==> config.mk <==
export PLATFORM = sky130hd
export DESIGN_NAME = cart_cfg_loader_flat
export DESIGN_NICKNAME = d
export VERILOG_FILES = /design/src/rtl/cart_cfg_loader_if.sv /design/src/rtl/cart_cfg_loader.sv /design/src/flat_wrapper.sv
export SDC_FILE = /design/constraint.sdc
export NUM_CORES = 1
export LEC_CHECK = 0
export CELL_PAD_IN_SITES_DETAIL_PLACEMENT = 1
export CELL_PAD_IN_SITES_GLOBAL_PLACEMENT = 1
export CORE_MARGIN = 2
export CORE_UTILIZATION = 39
export CTS_BUF_LIST = sky130_fd_sc_hd__clkbuf_16
export CTS_CLUSTER_SIZE = 10
export DETAILED_ROUTE_END_ITERATION = 10
export PLACE_DENSITY = 0.79
export SLEW_MARGIN = 20
export SYNTH_ARGS = -nofsm -noshare
export SYNTH_HDL_FRONTEND = slang
export SYNTH_SLANG_ARGS = --single-unit
export TNS_END_PERCENT = 20
==> constraint.sdc <==
create_clock -name M_AXI_ACLK -period 3.5 [get_ports M_AXI_ACLK]
set_input_delay 0.35 -clock M_AXI_ACLK [delete_from_list [all_inputs] [get_ports M_AXI_ACLK]]
set_output_delay 0.35 -clock M_AXI_ACLK [all_outputs]
set_load 0.02 [all_outputs]
==> src/rtl/cart_cfg_loader_if.sv <==
// AXI4-Lite bundle between the cart configuration loader (master) and the
// cart register slave. Signal names keep the AXI channel naming.
interface cart_cfg_loader_if #(
    parameter int ADDR_W = 6,
    parameter int DATA_W = 32
);
    logic [ADDR_W-1:0]   AWADDR;
    logic [2:0]          AWPROT;
    logic                AWVALID;
    logic                AWREADY;
    logic [DATA_W-1:0]   WDATA;
    logic [DATA_W/8-1:0] WSTRB;
    logic                WVALID;
    logic                WREADY;
    logic [1:0]          BRESP;
    logic                BVALID;
    logic                BREADY;
    logic [ADDR_W-1:0]   ARADDR;
    logic [2:0]          ARPROT;
    logic                ARVALID;
    logic                ARREADY;
    logic [DATA_W-1:0]   RDATA;
    logic [1:0]          RRESP;
    logic                RVALID;
    logic                RREADY;

    modport master (
        output AWADDR, AWPROT, AWVALID, WDATA, WSTRB, WVALID, BREADY,
               ARADDR, ARPROT, ARVALID, RREADY,
        input  AWREADY, WREADY, BRESP, BVALID, ARREADY, RDATA, RRESP, RVALID
    );

    modport slave (
        input  AWADDR, AWPROT, AWVALID, WDATA, WSTRB, WVALID, BREADY,
               ARADDR, ARPROT, ARVALID, RREADY,
        output AWREADY, WREADY, BRESP, BVALID, ARREADY, RDATA, RRESP, RVALID
    );
endinterface

==> src/rtl/cart_cfg_loader.sv <==
// Cart configuration loader: receives a 16-byte iNES header, validates it,
// derives the size masks and mapper configuration, and writes them to the
// cart register slave over AXI4-Lite. mapper_config is written last so the
// slave can treat it as the commit of a new configuration.
module cart_cfg_loader #(
    parameter int C_M_AXI_DATA_WIDTH = 32,
    parameter int C_M_AXI_ADDR_WIDTH = 6,
    parameter int C_TIMEOUT          = 255
) (
    input  logic              M_AXI_ACLK,
    input  logic              M_AXI_ARESETN,
    input  logic              start,
    input  logic [7:0]        hdr_tdata,
    input  logic              hdr_tvalid,
    output logic              hdr_tready,
    output logic              busy,
    output logic              done,
    output logic [1:0]        err_code,
    cart_cfg_loader_if.master m_axi
);

    localparam logic [2:0] S_IDLE  = 3'd0;
    localparam logic [2:0] S_RECV  = 3'd1;
    localparam logic [2:0] S_CHECK = 3'd2;
    localparam logic [2:0] S_ADDR  = 3'd3;
    localparam logic [2:0] S_RESP  = 3'd4;
    localparam logic [2:0] S_DONE  = 3'd5;
    localparam logic [2:0] S_ERR   = 3'd6;

    localparam logic [1:0] E_NONE  = 2'd0;
    localparam logic [1:0] E_MAGIC = 2'd1;
    localparam logic [1:0] E_SIZE  = 2'd2;
    localparam logic [1:0] E_BUS   = 2'd3;

    localparam int         TW       = $clog2(C_TIMEOUT + 1);
    localparam logic [TW-1:0] TMO_LAST = TW'(C_TIMEOUT - 1);

    logic [2:0]    state_q, state_d;
    logic [3:0]    cnt_q, cnt_d;
    logic [7:0]    hdr_q [0:8];
    logic [7:0]    hdr_d [0:8];
    logic [TW-1:0] tmo_q, tmo_d;
    logic [1:0]    idx_q, idx_d;
    logic          awv_q, awv_d;
    logic          wv_q, wv_d;
    logic          awok_q, awok_d;
    logic          wok_q, wok_d;
    logic [1:0]    err_q, err_d;

    logic          aw_hs;
    logic          w_hs;
    logic [31:0]   prg_mask;
    logic [31:0]   chr_mask;
    logic [31:0]   prgram_mask;
    logic [31:0]   mapper_cfg;
    logic [C_M_AXI_ADDR_WIDTH-1:0] wr_addr;
    logic [31:0]   wr_data;
    logic          unused_rd;

    // Propagate the highest set bit into every lower bit.
    function automatic logic [31:0] smear(input logic [31:0] x);
        logic [31:0] r;
        r = x;
        for (int unsigned i = 31; i > 0; i--) begin
            r[i-1] = r[i-1] | r[i];
        end
        return r;
    endfunction

    assign aw_hs = awv_q & m_axi.AWREADY;
    assign w_hs  = wv_q & m_axi.WREADY;

    // Size masks and mapper configuration derived from the captured header.
    always_comb begin
        prg_mask    = smear(({24'h0, hdr_q[4]} << 14) - 32'd1);
        chr_mask    = (hdr_q[5] == 8'h00) ? 32'h0000_1FFF
                                          : smear(({24'h0, hdr_q[5]} << 13) - 32'd1);
        prgram_mask = (hdr_q[8] == 8'h00) ? 32'h0000_1FFF
                                          : smear(({24'h0, hdr_q[8]} << 13) - 32'd1);
        mapper_cfg  = {16'h0000, hdr_q[7][7:4], hdr_q[6][7:4], 6'h00,
                       hdr_q[6][1], hdr_q[6][0]};
    end

    // Select address and data for the current write; idx_q is constant while
    // the valids are up, which keeps AWADDR/WDATA stable.
    always_comb begin
        wr_addr = '0;
        wr_data = '0;
        case (idx_q)
            2'd0: begin
                wr_addr = C_M_AXI_ADDR_WIDTH'(8'h04);
                wr_data = chr_mask;
            end
            2'd1: begin
                wr_addr = C_M_AXI_ADDR_WIDTH'(8'h08);
                wr_data = prg_mask;
            end
            2'd2: begin
                wr_addr = C_M_AXI_ADDR_WIDTH'(8'h0C);
                wr_data = prgram_mask;
            end
            default: begin
                wr_addr = C_M_AXI_ADDR_WIDTH'(8'h00);
                wr_data = mapper_cfg;
            end
        endcase
    end

    // Next-state logic for the load sequence.
    always_comb begin
        state_d = state_q;
        cnt_d   = cnt_q;
        hdr_d   = hdr_q;
        tmo_d   = tmo_q;
        idx_d   = idx_q;
        awv_d   = awv_q;
        wv_d    = wv_q;
        awok_d  = awok_q;
        wok_d   = wok_q;
        err_d   = err_q;

        case (state_q)
            S_IDLE: begin
                if (start) begin
                    state_d = S_RECV;
                    cnt_d   = '0;
                    err_d   = E_NONE;
                end
            end
            S_RECV: begin
                if (hdr_tvalid) begin
                    if (cnt_q <= 4'd8) begin
                        hdr_d[cnt_q] = hdr_tdata;
                    end
                    cnt_d = cnt_q + 4'd1;
                    if (cnt_q == 4'd15) begin
                        state_d = S_CHECK;
                    end
                end
            end
            S_CHECK: begin
                if ({hdr_q[0], hdr_q[1], hdr_q[2], hdr_q[3]} != 32'h4E45_531A) begin
                    state_d = S_ERR;
                    err_d   = E_MAGIC;
                end else if (hdr_q[4] == 8'h00) begin
                    state_d = S_ERR;
                    err_d   = E_SIZE;
                end else begin
                    state_d = S_ADDR;
                    idx_d   = 2'd0;
                    awv_d   = 1'b1;
                    wv_d    = 1'b1;
                    awok_d  = 1'b0;
                    wok_d   = 1'b0;
                    tmo_d   = '0;
                end
            end
            S_ADDR: begin
                if (aw_hs) begin
                    awv_d  = 1'b0;
                    awok_d = 1'b1;
                end
                if (w_hs) begin
                    wv_d  = 1'b0;
                    wok_d = 1'b1;
                end
                // Handshakes completing this cycle count immediately.
                if ((awok_q | aw_hs) && (wok_q | w_hs)) begin
                    state_d = S_RESP;
                    tmo_d   = '0;
                end else if (tmo_q >= TMO_LAST) begin
                    state_d = S_ERR;
                    err_d   = E_BUS;
                    awv_d   = 1'b0;
                    wv_d    = 1'b0;
                end else begin
                    tmo_d = tmo_q + 1'b1;
                end
            end
            S_RESP: begin
                if (m_axi.BVALID) begin
                    if (m_axi.BRESP != 2'b00) begin
                        state_d = S_ERR;
                        err_d   = E_BUS;
                    end else if (idx_q == 2'd3) begin
                        state_d = S_DONE;
                    end else begin
                        state_d = S_ADDR;
                        idx_d   = idx_q + 2'd1;
                        awv_d   = 1'b1;
                        wv_d    = 1'b1;
                        awok_d  = 1'b0;
                        wok_d   = 1'b0;
                        tmo_d   = '0;
                    end
                end else if (tmo_q >= TMO_LAST) begin
                    state_d = S_ERR;
                    err_d   = E_BUS;
                end else begin
                    tmo_d = tmo_q + 1'b1;
                end
            end
            S_DONE:  state_d = S_IDLE;
            S_ERR:   state_d = S_IDLE;
            default: state_d = S_IDLE;
        endcase
    end

    // State registers; reset clears every output-driving register at once.
    always_ff @(posedge M_AXI_ACLK or negedge M_AXI_ARESETN) begin
        if (!M_AXI_ARESETN) begin
            state_q <= S_IDLE;
            cnt_q   <= '0;
            tmo_q   <= '0;
            idx_q   <= '0;
            awv_q   <= 1'b0;
            wv_q    <= 1'b0;
            awok_q  <= 1'b0;
            wok_q   <= 1'b0;
            err_q   <= E_NONE;
            for (int unsigned i = 0; i < 9; i++) begin
                hdr_q[i] <= '0;
            end
        end else begin
            state_q <= state_d;
            cnt_q   <= cnt_d;
            tmo_q   <= tmo_d;
            idx_q   <= idx_d;
            awv_q   <= awv_d;
            wv_q    <= wv_d;
            awok_q  <= awok_d;
            wok_q   <= wok_d;
            err_q   <= err_d;
            for (int unsigned i = 0; i < 9; i++) begin
                hdr_q[i] <= hdr_d[i];
            end
        end
    end

    assign hdr_tready = (state_q == S_RECV);
    assign busy       = (state_q != S_IDLE);
    assign done       = (state_q == S_DONE);
    assign err_code   = err_q;

    assign m_axi.AWADDR  = wr_addr;
    assign m_axi.AWPROT  = 3'b000;
    assign m_axi.AWVALID = awv_q;
    assign m_axi.WDATA   = C_M_AXI_DATA_WIDTH'(wr_data);
    assign m_axi.WSTRB   = '1;
    assign m_axi.WVALID  = wv_q;
    assign m_axi.BREADY  = (state_q == S_RESP);
    assign m_axi.ARADDR  = '0;
    assign m_axi.ARPROT  = 3'b000;
    assign m_axi.ARVALID = 1'b0;
    assign m_axi.RREADY  = 1'b0;

    // Read channel and unused header bits are intentionally ignored.
    assign unused_rd = ^{m_axi.ARREADY, m_axi.RDATA, m_axi.RRESP, m_axi.RVALID,
                         hdr_q[6][3:2], hdr_q[7][3:0]};

endmodule
==> src/flat_wrapper.sv <==
// flat-port wrapper written by rule: the top's interface ports become plain ports
module cart_cfg_loader_flat 
#(
    parameter int C_M_AXI_DATA_WIDTH = 32,
    parameter int C_M_AXI_ADDR_WIDTH = 6,
    parameter int C_TIMEOUT          = 255
)
  (M_AXI_ACLK, M_AXI_ARESETN, start, hdr_tdata, hdr_tvalid, hdr_tready, busy, done, err_code, m_axi_AWADDR, m_axi_AWPROT, m_axi_AWVALID, m_axi_WDATA, m_axi_WSTRB, m_axi_WVALID, m_axi_BREADY, m_axi_ARADDR, m_axi_ARPROT, m_axi_ARVALID, m_axi_RREADY, m_axi_AWREADY, m_axi_WREADY, m_axi_BRESP, m_axi_BVALID, m_axi_ARREADY, m_axi_RDATA, m_axi_RRESP, m_axi_RVALID);
  cart_cfg_loader_if m_axi_i ();
  input  logic M_AXI_ACLK;
  input  logic M_AXI_ARESETN;
  input  logic start;
  input  logic [7:0] hdr_tdata;
  input  logic hdr_tvalid;
  output logic hdr_tready;
  output logic busy;
  output logic done;
  output logic [1:0] err_code;
  output wire logic [$bits(m_axi_i.AWADDR)-1:0] m_axi_AWADDR;
  output wire logic [$bits(m_axi_i.AWPROT)-1:0] m_axi_AWPROT;
  output wire logic [$bits(m_axi_i.AWVALID)-1:0] m_axi_AWVALID;
  output wire logic [$bits(m_axi_i.WDATA)-1:0] m_axi_WDATA;
  output wire logic [$bits(m_axi_i.WSTRB)-1:0] m_axi_WSTRB;
  output wire logic [$bits(m_axi_i.WVALID)-1:0] m_axi_WVALID;
  output wire logic [$bits(m_axi_i.BREADY)-1:0] m_axi_BREADY;
  output wire logic [$bits(m_axi_i.ARADDR)-1:0] m_axi_ARADDR;
  output wire logic [$bits(m_axi_i.ARPROT)-1:0] m_axi_ARPROT;
  output wire logic [$bits(m_axi_i.ARVALID)-1:0] m_axi_ARVALID;
  output wire logic [$bits(m_axi_i.RREADY)-1:0] m_axi_RREADY;
  input wire logic [$bits(m_axi_i.AWREADY)-1:0] m_axi_AWREADY;
  input wire logic [$bits(m_axi_i.WREADY)-1:0] m_axi_WREADY;
  input wire logic [$bits(m_axi_i.BRESP)-1:0] m_axi_BRESP;
  input wire logic [$bits(m_axi_i.BVALID)-1:0] m_axi_BVALID;
  input wire logic [$bits(m_axi_i.ARREADY)-1:0] m_axi_ARREADY;
  input wire logic [$bits(m_axi_i.RDATA)-1:0] m_axi_RDATA;
  input wire logic [$bits(m_axi_i.RRESP)-1:0] m_axi_RRESP;
  input wire logic [$bits(m_axi_i.RVALID)-1:0] m_axi_RVALID;
  assign m_axi_AWADDR = m_axi_i.AWADDR;
  assign m_axi_AWPROT = m_axi_i.AWPROT;
  assign m_axi_AWVALID = m_axi_i.AWVALID;
  assign m_axi_WDATA = m_axi_i.WDATA;
  assign m_axi_WSTRB = m_axi_i.WSTRB;
  assign m_axi_WVALID = m_axi_i.WVALID;
  assign m_axi_BREADY = m_axi_i.BREADY;
  assign m_axi_ARADDR = m_axi_i.ARADDR;
  assign m_axi_ARPROT = m_axi_i.ARPROT;
  assign m_axi_ARVALID = m_axi_i.ARVALID;
  assign m_axi_RREADY = m_axi_i.RREADY;
  assign m_axi_i.AWREADY = m_axi_AWREADY;
  assign m_axi_i.WREADY = m_axi_WREADY;
  assign m_axi_i.BRESP = m_axi_BRESP;
  assign m_axi_i.BVALID = m_axi_BVALID;
  assign m_axi_i.ARREADY = m_axi_ARREADY;
  assign m_axi_i.RDATA = m_axi_RDATA;
  assign m_axi_i.RRESP = m_axi_RRESP;
  assign m_axi_i.RVALID = m_axi_RVALID;
  cart_cfg_loader #(.C_M_AXI_DATA_WIDTH(C_M_AXI_DATA_WIDTH), .C_M_AXI_ADDR_WIDTH(C_M_AXI_ADDR_WIDTH), .C_TIMEOUT(C_TIMEOUT)) u_core (.M_AXI_ACLK(M_AXI_ACLK), .M_AXI_ARESETN(M_AXI_ARESETN), .start(start), .hdr_tdata(hdr_tdata), .hdr_tvalid(hdr_tvalid), .hdr_tready(hdr_tready), .busy(busy), .done(done), .err_code(err_code), .m_axi(m_axi_i));
endmodule
Yosys cells after proc, flatten, opt, wreduce, memory -nomap -nowiden
Index checks and enable logic that the tools add are counted.
Operators by class
  reductions and logical operators: 22
  $add $sub $neg: 6
  bitwise operators: 98
  magnitude comparators: 4
  muxes and demuxes: 65
  equality and inequality tests: 25
Operator list (number)
  32-bit one-hot mux with 3 select lines: 1
  1-bit OR: 95
  72-bit bitwise mux: 1
  32-bit 2-to-1 mux: 2
  8-bit 2-to-1 mux: 8
  21-bit by 1-bit subtractor with 22-bit output (second input constant): 2
  8-bit demux with 4-bit select: 1
  32-bit by 31-bit inequality test with 1-bit output (second input constant): 1
  3-bit 2-to-1 mux: 10
  8-bit logical NOT: 3
  2-bit 2-to-1 mux: 12
  8-bit one-hot mux with 3 select lines: 1
  22-bit by 1-bit subtractor with 23-bit output (second input constant): 1
  1-bit 2-to-1 mux: 18
  3-bit one-hot mux with 5 select lines: 1
  2-bit inequality test (second input constant): 7
  7-bit AND reduction: 2
  1-bit one-hot mux with 3 select lines: 4
  4-bit one-hot mux with 3 select lines: 1
  6-bit AND reduction: 2
  5-bit AND reduction: 2
  3-bit AND reduction: 3
  8-bit by 1-bit adder with 8-bit output (second input constant): 1
  8-bit greater-or-equal comparator (second input constant): 1
  other kinds (27): 40
Word-level totals
  flip-flop bits (word level): 95
  word-level logic and storage cells: 238
  output and inout bits: 64

Depth between registers and ports, before layout
Gate-level depths: netlist (run 1).
  depth in word-level cells: 34
  mapped depth: 9
  depth with buffers taken out: 8

Worst setup path after synthesis (run 1)
No wires, ideal clock.
  path kind: reg2out
  from: register u_core.idx_q[0]
  to: output port m_axi_WDATA[23]
  cell stages (with the launch flop): 6
  slack: 0.530 ns
  data arrival time: 2.620 ns
  cell sequence: dfrtp_1 ha_1 clkinv_1 nand2_1 nor4_1 buf_4
On the way
  word-level cells in the longest chain between the ends: 2
  elaborated cells between the ends (all ways): 4
RTL lines
  from (decl): line cart_cfg_loader.sv:43  | logic [1:0] idx_q, idx_d;
  from (signal assigned): line cart_cfg_loader.sv:228  | idx_q <= idx_d;
  2-bit equality test (tied with other cells): line cart_cfg_loader.sv:89  | case (idx_q)
  32-bit one-hot mux with 3 select lines (*): line cart_cfg_loader.sv:89
  to (decl): line flat_wrapper.sv:22  | output wire logic [$bits(m_axi_i.WDATA)-1:0] m_axi_WDATA;
Every way passes the cells marked *; elsewhere a longest branch is shown, timed or not.

Worst setup path in the final report (run 1)
  from: register u_core.hdr_q[0] (netlist name)
  to: output port m_axi_WDATA[13]
On the way
  word-level cells in the longest chain between the ends: 21
  elaborated cells between the ends (all ways): 22
RTL lines
  from (decl): line cart_cfg_loader.sv:40  | logic [7:0] hdr_q [0:8];
  from (signal, indexed assignment): line cart_cfg_loader.sv:235  | hdr_q[i] <= hdr_d[i];
  21-bit by 1-bit subtractor with 22-bit output: line cart_cfg_loader.sv:79  | : smear(({24'h0, hdr_q[8]} << 13) - 32'd1);
  1-bit OR (18 in a row): line cart_cfg_loader.sv:65  | r[i-1] = r[i-1] | r[i];
  32-bit 2-to-1 mux (*): line cart_cfg_loader.sv:78  | prgram_mask = (hdr_q[8] == 8'h00) ? 32'h0000_1FFF
  32-bit one-hot mux with 3 select lines (*): line cart_cfg_loader.sv:89
Marks and branches as above.

==> results.md, run 1 <==
| Stage | Quantity | Value |
|---|---|---|
| sta | Worst Hold Margin | 0.0534 ns |
| clock network | Buffer cell driving the clock tree root | clkbuf_16 |
| die | Initial standard-cell utilization of the core | 40.1% |
| sta | Fmax | 296 MHz |
| clock network | Deepest clock path buffer count | 2 |
| sta | Max-slew violations | 0 |
| synthesis | Synthesized cell area | 0.00533 mm^2 |
| sta | Min cycle time layout | 3.38 ns |
| synthesis | Register bit total from synthesis | 89 |
| synthesis | Number of synthesized flops with an enable pin | 0 |
| power and ir drop | Post-layout total power | 0.00573 W |
| global routing | Met3 Use GR | 3.10% |
| die | Number of cell rows | 42 |
| global routing | Via count of the first global-routing pass | 4414 |
| global routing | Met1 track utilization from global routing | 25.2% |
| synthesis | Biggest area contributors in the synthesized netlist | dfrtp_1 42%, mux2_2 9.9%, buf_4 5.1%, mux2_1 3.8%, nand2_1 3.5% |
| power and ir drop | Clock network fraction of total power | 17.9% |
| synthesis | Area leader, netlist | dfrtp_1 |
| power and ir drop | VDD IR-drop max | 0.298 mV |
| critical path | CP Launch Type | register |
| global routing | Overall routing resource usage | 20.1% |
| clock network | Clock Sinks | 89 |
| die | Die area | 0.0146 mm^2 |
| layout | Final design instance area without fill | 0.00627 mm^2 |
| layout | Ratio of cells with drive above 1 in the final layout | 15.5% |
| global routing | Initial antenna violation count | 0 |
| die | Core ar. | 0.0133 mm^2 |
| layout | Filler cell count | 1492 |
| critical path | Worst setup path startpoint | u_core.hdr_q[0] |
| synthesis | Predominant post-synthesis flop cell | dfrtp_1 |
| route | Post-DR vias/cell | 5.60 |
| synthesis | Synth Warn # | 0 |
| synthesis | Share of flip-flops with an asynchronous set or reset after synthesis | 100% |
| synthesis | Unique cell type count in the Yosys netlist | 71 |
| global routing | Layer with the highest usage | met2 |
| sta | Total count of hold-check failures in the final report | 0 |
| synthesis | Sequential share of the synthesized area | 41.8% |
| synthesis | Average size of a mapped cell | 9.92 um^2 |
| sta | Worst slew pin tran | 0.819 ns |
| critical path | Setup slack of the most critical reg-to-reg path | 0.99 ns |
| critical path | Critical R2R Launch | u_core.hdr_q[50] |
| layout | Synth-to-Final Area Change | 17.7% |
| power and ir drop | Combinational cell fraction of total power | 50.1% |
| power and ir drop | Reg power frac | 32.0% |
| die | Die Width | 121 um |
| route | Detailed-route via count | 4271 |
| sta | Final count of negative-setup-slack endpoints | 0 |
| synthesis | Gate count of the mapped netlist | 537 |
| clock network | Number of buffers created by CTS | 9 |
| global routing | Largest net degree at the start of global routing | 90 |
| clock network | Number of H-tree levels | 3 |
| layout | NumNets Final | 648 |
| placed design | Buffers on Ports | 58 |
| placed design | Post-Place Worst Slack | 0.0557 ns |
| flow run | # Max-Cap Violations | 0 |
| route | 1st-iter DRT viols | 220 |
| layout | Number of antenna cells inserted | 0 |
| synthesis | Yosys top cell area share | 41.8% |
| critical path | Biggest fanout along the worst timing path | 7 |
| route | Routed wire length | 14200 um |
| power and ir drop | Switching pwr | 0.00234 W |
| route | Antenna viol nets, final | 0 |
| min path | Worst Hold Class | in -> async |
| placed design | Placed instance area | 0.00590 mm^2 |
| global routing | Wire length of the first global-routing pass | 22900 um |
| critical path | Type of destination of the critical path | primary output |
| power and ir drop | Proportion of total power due to net switching | 40.8% |
| clock network | Clock-pin transition on the worst setup and hold timing paths | 0.06 ns |
| critical path | Data required, critical path | 3.15 ns |
| sta | Worst slew margin relative to its limit | 45.4% |
| sta | Setup Skew | 0.00790 ns |
| sta | Final cycle utilization of the critical path | 96.6% |
| power and ir drop | Leakage | 2.79 nW |
| global routing | Overall overflow remaining after global route | 0 |
| placed design | DP Wirelength | 10200 um |
| placed design | Final weighted congestion of routability-driven global placement | 0.851 |
| sta | Setup repair after global routing missed its margin | no |
| route | Residual DRC | 0 |
| clock network | Clock tree from TritonCTS | done |
| power and ir drop | Internal Power | 0.00339 W |
| sta | Setup TNS | 0 ns |
| sta | Setup slack of the critical path after layout | 0.118 ns |
| clock network | # hold bufs at CTS | 0 |
| route | Total iterations of the first detailed-routing run | 4 |
| critical path | Crit path DAT | 3.03 ns |
| clock network | Clk Latency, worst-skew pair | 0.34 ns |
| power and ir drop | Power per unit of standard cell area | 913 mW/mm^2 |
| route | Routed WL per cell | 18.6 um |
| outcome | Outcome | completed |
| die | Overall die height | 121 um |
| die | Number of I/O pins | 117 |
| global routing | Met2 usage in global routing | 34.6% |
| critical path | Critical setup path kind | reg -> out |
[through the flow]
step	utilization, %	std cells
after floorplan	-	557
after global placement	44.4	744
after detailed placement	44.4	744
after CTS	47.0	762
after global routing	47.2	762
final	47.2	762
[flip-flops by register name, summed over array words and instances (netlist names)]
signal	cells
u_core.idx_q	2
u_core.tmo_q	8
u_core.err_code	2
u_core.state_q	3
u_core.cnt_q	4
u_core.m_axi.WVALID	1
u_core.hdr_q	66
u_core.m_axi.AWVALID	1
u_core.wok_q	1
u_core.awok_q	1
[power groups by stage]
stage	Clock (W)	Combinational (W)	Sequential, W
after floorplan	0	0.00202	0.00166
after global placement	0	0.00274	0.00178
after detailed placement	0	0.00287	0.00184
after CTS	0.00104	0.00287	0.00182
after global routing	0.00108	0.00313	0.00190
final	0.00102	0.00287	0.00184
[layout by cell type (no fill, tap or decap), types with 15 or more instances in the layout]
master | synthesis | final
dfrtp_1 | 89 | 88
clkdlybuf4s50_1 | 0 | 52
nand2_1 | 49 | 49
mux2_2 | 47 | 47
nor2_1 | 37 | 37
a21oi_1 | 24 | 24
conb_1 | 2 | 22
o21ai_0 | 19 | 19
mux2_1 | 18 | 18
inv_1 | 15 | 15
[kinds of logic after synthesis]
| kind of cell | after synthesis | synth area share (%) |
|---|---|---|
| simple gates | 186 | 19.1 |
| buf+inv | 68 | 7.33 |
| compound gates | 105 | 13.2 |
| mux | 68 | 14.3 |
| other cells | 2 | 0.141 |
| flops | 89 | 41.8 |
| xor+xnor | 5 | 0.822 |
| fa+ha+maj | 14 | 3.29 |
[cell type report]
cell class / instances / area (um^2) / share of cell area, %
inverters: 17 / 63.8 / 1.02
clock buffers: 9 / 225 / 3.59
well taps: 176 / 220 / 3.51
repair buffers: 64 / 628 / 10.0
clock inverters: 7 / 87.6 / 1.40
flip-flops and latches: 89 / 2230 / 35.5
multi-input cells: 400 / 2820 / 44.9
[synth_stat cells, types with 3 or more instances]
library cell / count
a21o_1: 4
inv_1: 15
nor4_1: 6
nor2b_1: 6
nor4b_1: 6
mux2_2: 47
a22o_1: 6
nand2_1: 49
or2_2: 4
xor2_1: 3
o21a_1: 3
nor2_1: 37
a31oi_1: 10
ha_1: 14
a41oi_1: 3
mux2i_1: 3
nor3_1: 9
nand2b_1: 12
o21ai_0: 19
or3_1: 8
and4b_1: 3
nand4_1: 4
o22ai_1: 7
o21ai_1: 4
buf_4: 36
dfrtp_1: 89
mux2_1: 18
nor3b_1: 4
nand3_1: 14
clkbuf_1: 15
a21oi_1: 24
o211ai_1: 3
[timing repair]
action / 4_1_cts / 5_1_grt
buffers inserted: 2 / 0
resized for setup: 7 / 8
pin swaps: 1 / 1
endpoints found under the hold margin: 0 / 0
endpoints found under the setup margin: 14 / 5
[per-layer routing]
layer,up-vias,share of wire (%)
met4,0,2.6
met5,-,0
met2,103,50
met1,2169,43
li1,1976,-
met3,23,3.9
[final timing paths]
kind / end / cells past startpoint
max: m_axi_WDATA[13] / 10
min: u_core.hdr_q[51] / 1
max reg2reg: u_core.tmo_q[0] / 6
min reg2reg: u_core.hdr_q[12] / 1
max in group asynchronous: u_core.hdr_q[24] / 1
min in group M_AXI_ACLK: u_core.hdr_q[12] / 1
[worst max-delay path, cell delays in order, from the launching register on]
cell	delay [ns]
dfrtp_1	0.41
inv_2	0.10
ha_4	0.18
nand2b_2	0.09
or3_4	0.36
o41ai_4	0.26
buf_4	0.19
o22ai_1	0.10
or4_1	0.48
o22a_1	0.19
dlygate4sd2_1	0.32
(Power assumes the default switching activity.)
==> run 2: changes to the inputs <==
- CORE_MARGIN: 2 -> 10
==> run 2 against run 1 <==
Against the previous run: sequential share of layout area grew 0.27 points; fmax grew 0.90%; global-route usage down 4.7 points; core utilization decreased by 0.38 points; combinational power fell by 3%; clock-buffer cell count unchanged; routed wire length rose by 1.0%; sequential power barely moved; non-clock buffer count unchanged; highest routed layer unchanged; final area fell by 0.80%; critical path depth unchanged; first-iteration DRC count increased by 14%.
==> results.md, run 2 (same netlist as run 1, synthesis figures left out) <==
| Stage | Quantity | Value | vs previous |
|---|---|---|---|
| layout | Count of non-filler cells in the finished layout | 762 | unchanged |
| layout | Register cell area after layout | 0.00223 mm^2 | about the same |
| power and ir drop | Power per unit of standard cell area | 896 mW/mm^2 | -1.9% |
| layout | Synth-to-Final Area Change | 16.8% |  |
| critical path | Type of destination of the critical path | primary output |  |
| route | Routed WL per cell | 18.8 um | +1.0% |
| critical path | Crit path DAT | 3.00 ns | -0.03 ns |
| flow run | # Max-Cap Violations | 0 | unchanged |
| critical path | Critical setup path kind | reg -> out |  |
| die | Number of I/O pins | 117 | unchanged |
| min path | Worst Hold Class | in -> async |  |
| route | 1st-iter DRT viols | 250 | +14% |
| sta | Total count of hold-check failures in the final report | 0 | unchanged |
| clock network | Number of buffers created by CTS | 9 | unchanged |
| sta | Final count of negative-setup-slack endpoints | 0 | unchanged |
| route | Total iterations of the first detailed-routing run | 4 | unchanged |
| critical path | Biggest fanout along the worst timing path | 5 | -2 |
| sta | Setup Skew | 0.00978 ns | +0.00187 ns |
| placed design | Buffers on Ports | 58 | unchanged |
| global routing | Overall overflow remaining after global route | 0 | unchanged |
| layout | Top register by number of flip-flops | u_core.hdr_q |  |
| layout | Largest register FFs | 66 | unchanged |
| clock network | Deepest clock path buffer count | 2 | unchanged |
| critical path | CP Launch Type | register |  |
| layout | Filler cell count | 1515 | +1.5% |
| die | Core ar. | 0.0133 mm^2 | unchanged |
| placed design | DP Wirelength | 10500 um | +2.7% |
| die | Initial standard-cell utilization of the core | 40.1% | unchanged |
| sta | Min cycle time layout | 3.35 ns | -0.0300 ns |
| global routing | Wire length of the first global-routing pass | 23000 um | +0.66% |
| power and ir drop | Leakage | 2.79 nW | about the same |
| clock network | Clock Sinks | 89 | unchanged |
| route | Detailed-route via count | 4170 | -2.4% |
| die | Die Width | 137 um | +13% |
| critical path | Critical R2R Launch | u_core.hdr_q[61] |  |
| placed design | Cell Count Post-Placement | 744 | unchanged |
| outcome | Outcome | completed |  |
| sta | Worst slew margin relative to its limit | 46.0% | +0.66 points |
| layout | Commonest non-fill, non-tap cells in the layout | 89 x dfrtp_1, 50 x clkdlybuf4s50_1, 49 x nand2_1 |  |
| die | Overall die height | 137 um | +13% |
| layout | Number of antenna cells inserted | 0 | unchanged |
| global routing | Initial antenna violation count | 0 | unchanged |
| global routing | Via count of the first global-routing pass | 4448 | +0.77% |
| route | Post-DR vias/cell | 5.47 | -2.4% |
| placed design | Placed instance area | 0.00590 mm^2 | unchanged |
| clock network | Clk Latency, worst-skew pair | 0.35 ns | about the same |
| route | Residual DRC | 0 | unchanged |
| clock network | Buffer cell driving the clock tree root | clkbuf_16 |  |
| critical path | Worst setup path startpoint | u_core.hdr_q[0] |  |
| sta | Max-slew violations | 0 | unchanged |
| clock network | Clock tree from TritonCTS | done |  |
| sta | Worst slew pin tran | 0.809 ns | -0.00992 ns |
| global routing | Overall routing resource usage | 15.4% | -4.7 points |
| power and ir drop | VDD IR-drop max | 0.408 mV | +37% |
| route | Antenna viol nets, final | 0 | unchanged |
| critical path | Data required, critical path | 3.15 ns | about the same |
| critical path | Reg2reg path depth | 6 | unchanged |
| sta | Final cycle utilization of the critical path | 95.8% | -0.86 points |
| layout | NumNets Final | 648 | unchanged |
| route | Routed wire length | 14300 um | +1.0% |
| clock network | Number of H-tree levels | 3 | unchanged |
| layout | Largest registers | u_core.hdr_q: 66 flops, u_core.tmo_q: 8 flops, u_core.cnt_q: 4 flops |  |
| layout | Ratio of cells with drive above 1 in the final layout | 14.8% | -0.68 points |
| sta | Setup repair after global routing missed its margin | no |  |
| die | Die area | 0.0187 mm^2 | +28% |
| die | Number of cell rows | 42 | unchanged |
| clock network | # hold bufs at CTS | 0 | unchanged |
| placed design | Final weighted congestion of routability-driven global placement | 0.829 | -2.6% |
| layout | Final design instance area without fill | 0.00622 mm^2 | -0.80% |
| sta | Setup TNS | 0 ns | unchanged |
| layout | Area occupied by multi-input gates | 0.00279 mm^2 | -1.1% |
| layout | Most common library cell in the layout ignoring fill and taps | dfrtp_1 |  |
| global routing | Largest net degree at the start of global routing | 90 | unchanged |
| clock network | Clock-pin transition on the worst setup and hold timing paths | 0.06 ns | about the same |
| sta | Fmax | 298 MHz | +0.90% |
## run 2: cell count changes in the layout (fill, tap and decap cells not counted), moves of 2 or more
cell             before  now
clkbuf_2              0    2
clkdlybuf4s50_1      52   50
clkinv_4              0    2
inv_2                 3    1
## run 2: routing by layer
layer	track usage (%)	share of wire, %	wire length [um]	vias up
li1	-	-	-	1986
met1	18.8	44	6280	2081
met2	26.3	50	7120	79
met3	2.53	4.4	628	24
met4	6.38	2.2	315	0
met5	0	0	0	-
## run 2: worst max-delay path: stages (launching register included)
cell,delay [ns]
dfrtp_1,0.40
inv_1,0.09
ha_1,0.18
nand2b_2,0.09
or3_4,0.36
o41ai_4,0.32
buf_4,0.21
nor2_2,0.06
or4_4,0.54
o22a_1,0.23
clkbuf_2,0.17
## run 2: worst paths after layout
check / slack (ns) / endpoint
min in group M_AXI_ACLK: 0.49 / u_core.hdr_q[16]
max in group asynchronous: 2.88 / u_core.awok_q
setup reg to reg: 0.95 / u_core.idx_q[1]
hold reg to reg: 0.49 / u_core.hdr_q[16]
setup / recovery: 0.15 / m_axi_WDATA[15]
hold / removal: 0.06 / u_core.hdr_q[55]
## run 2: repair_timing
item / 4_1_cts / 5_1_grt
resized for setup: 4 / 9
setup endpoints to repair: 4 / 16
pin swaps: 1 / 0
buffers inserted: 2 / 0
hold endpoints to repair: 0 / 0
## run 2: power by group
| part | internal, W | switching, W |
|---|---|---|
| logic | 0.00130 | 0.00149 |
| registers | 0.00142 | 0.000404 |
| clock network | 0.000553 | 0.000404 |
## run 2: area by class of cell
cell class	instances	area share, %
clock inverter	7	1.15
tap	176	3.54
inverter	17	1.09
multi-input combinational	400	44.8
timing repair buffer	64	10.0
clock buffer	9	3.62
sequential	89	35.8
## run 2: stage by stage
stage	hold WS (ns)	setup WS [ns]	power [W]	utilization, %
global route	0.146	0.0138	0.00600	46.8
CTS	0.266	0.0281	0.00564	46.7
floorplan	0.0544	0.530	0.00368	-
detailed placement	0.479	0.150	0.00471	44.4
global placement	0.466	0.193	0.00455	44.4
finish	0.0588	0.148	0.00557	46.8
==> run 3: changes to the inputs <==
- CTS_CLUSTER_DIAMETER: default -> 30
==> results of run 3 <==
Final layout, timing and power as in run 2 (identical DEF).
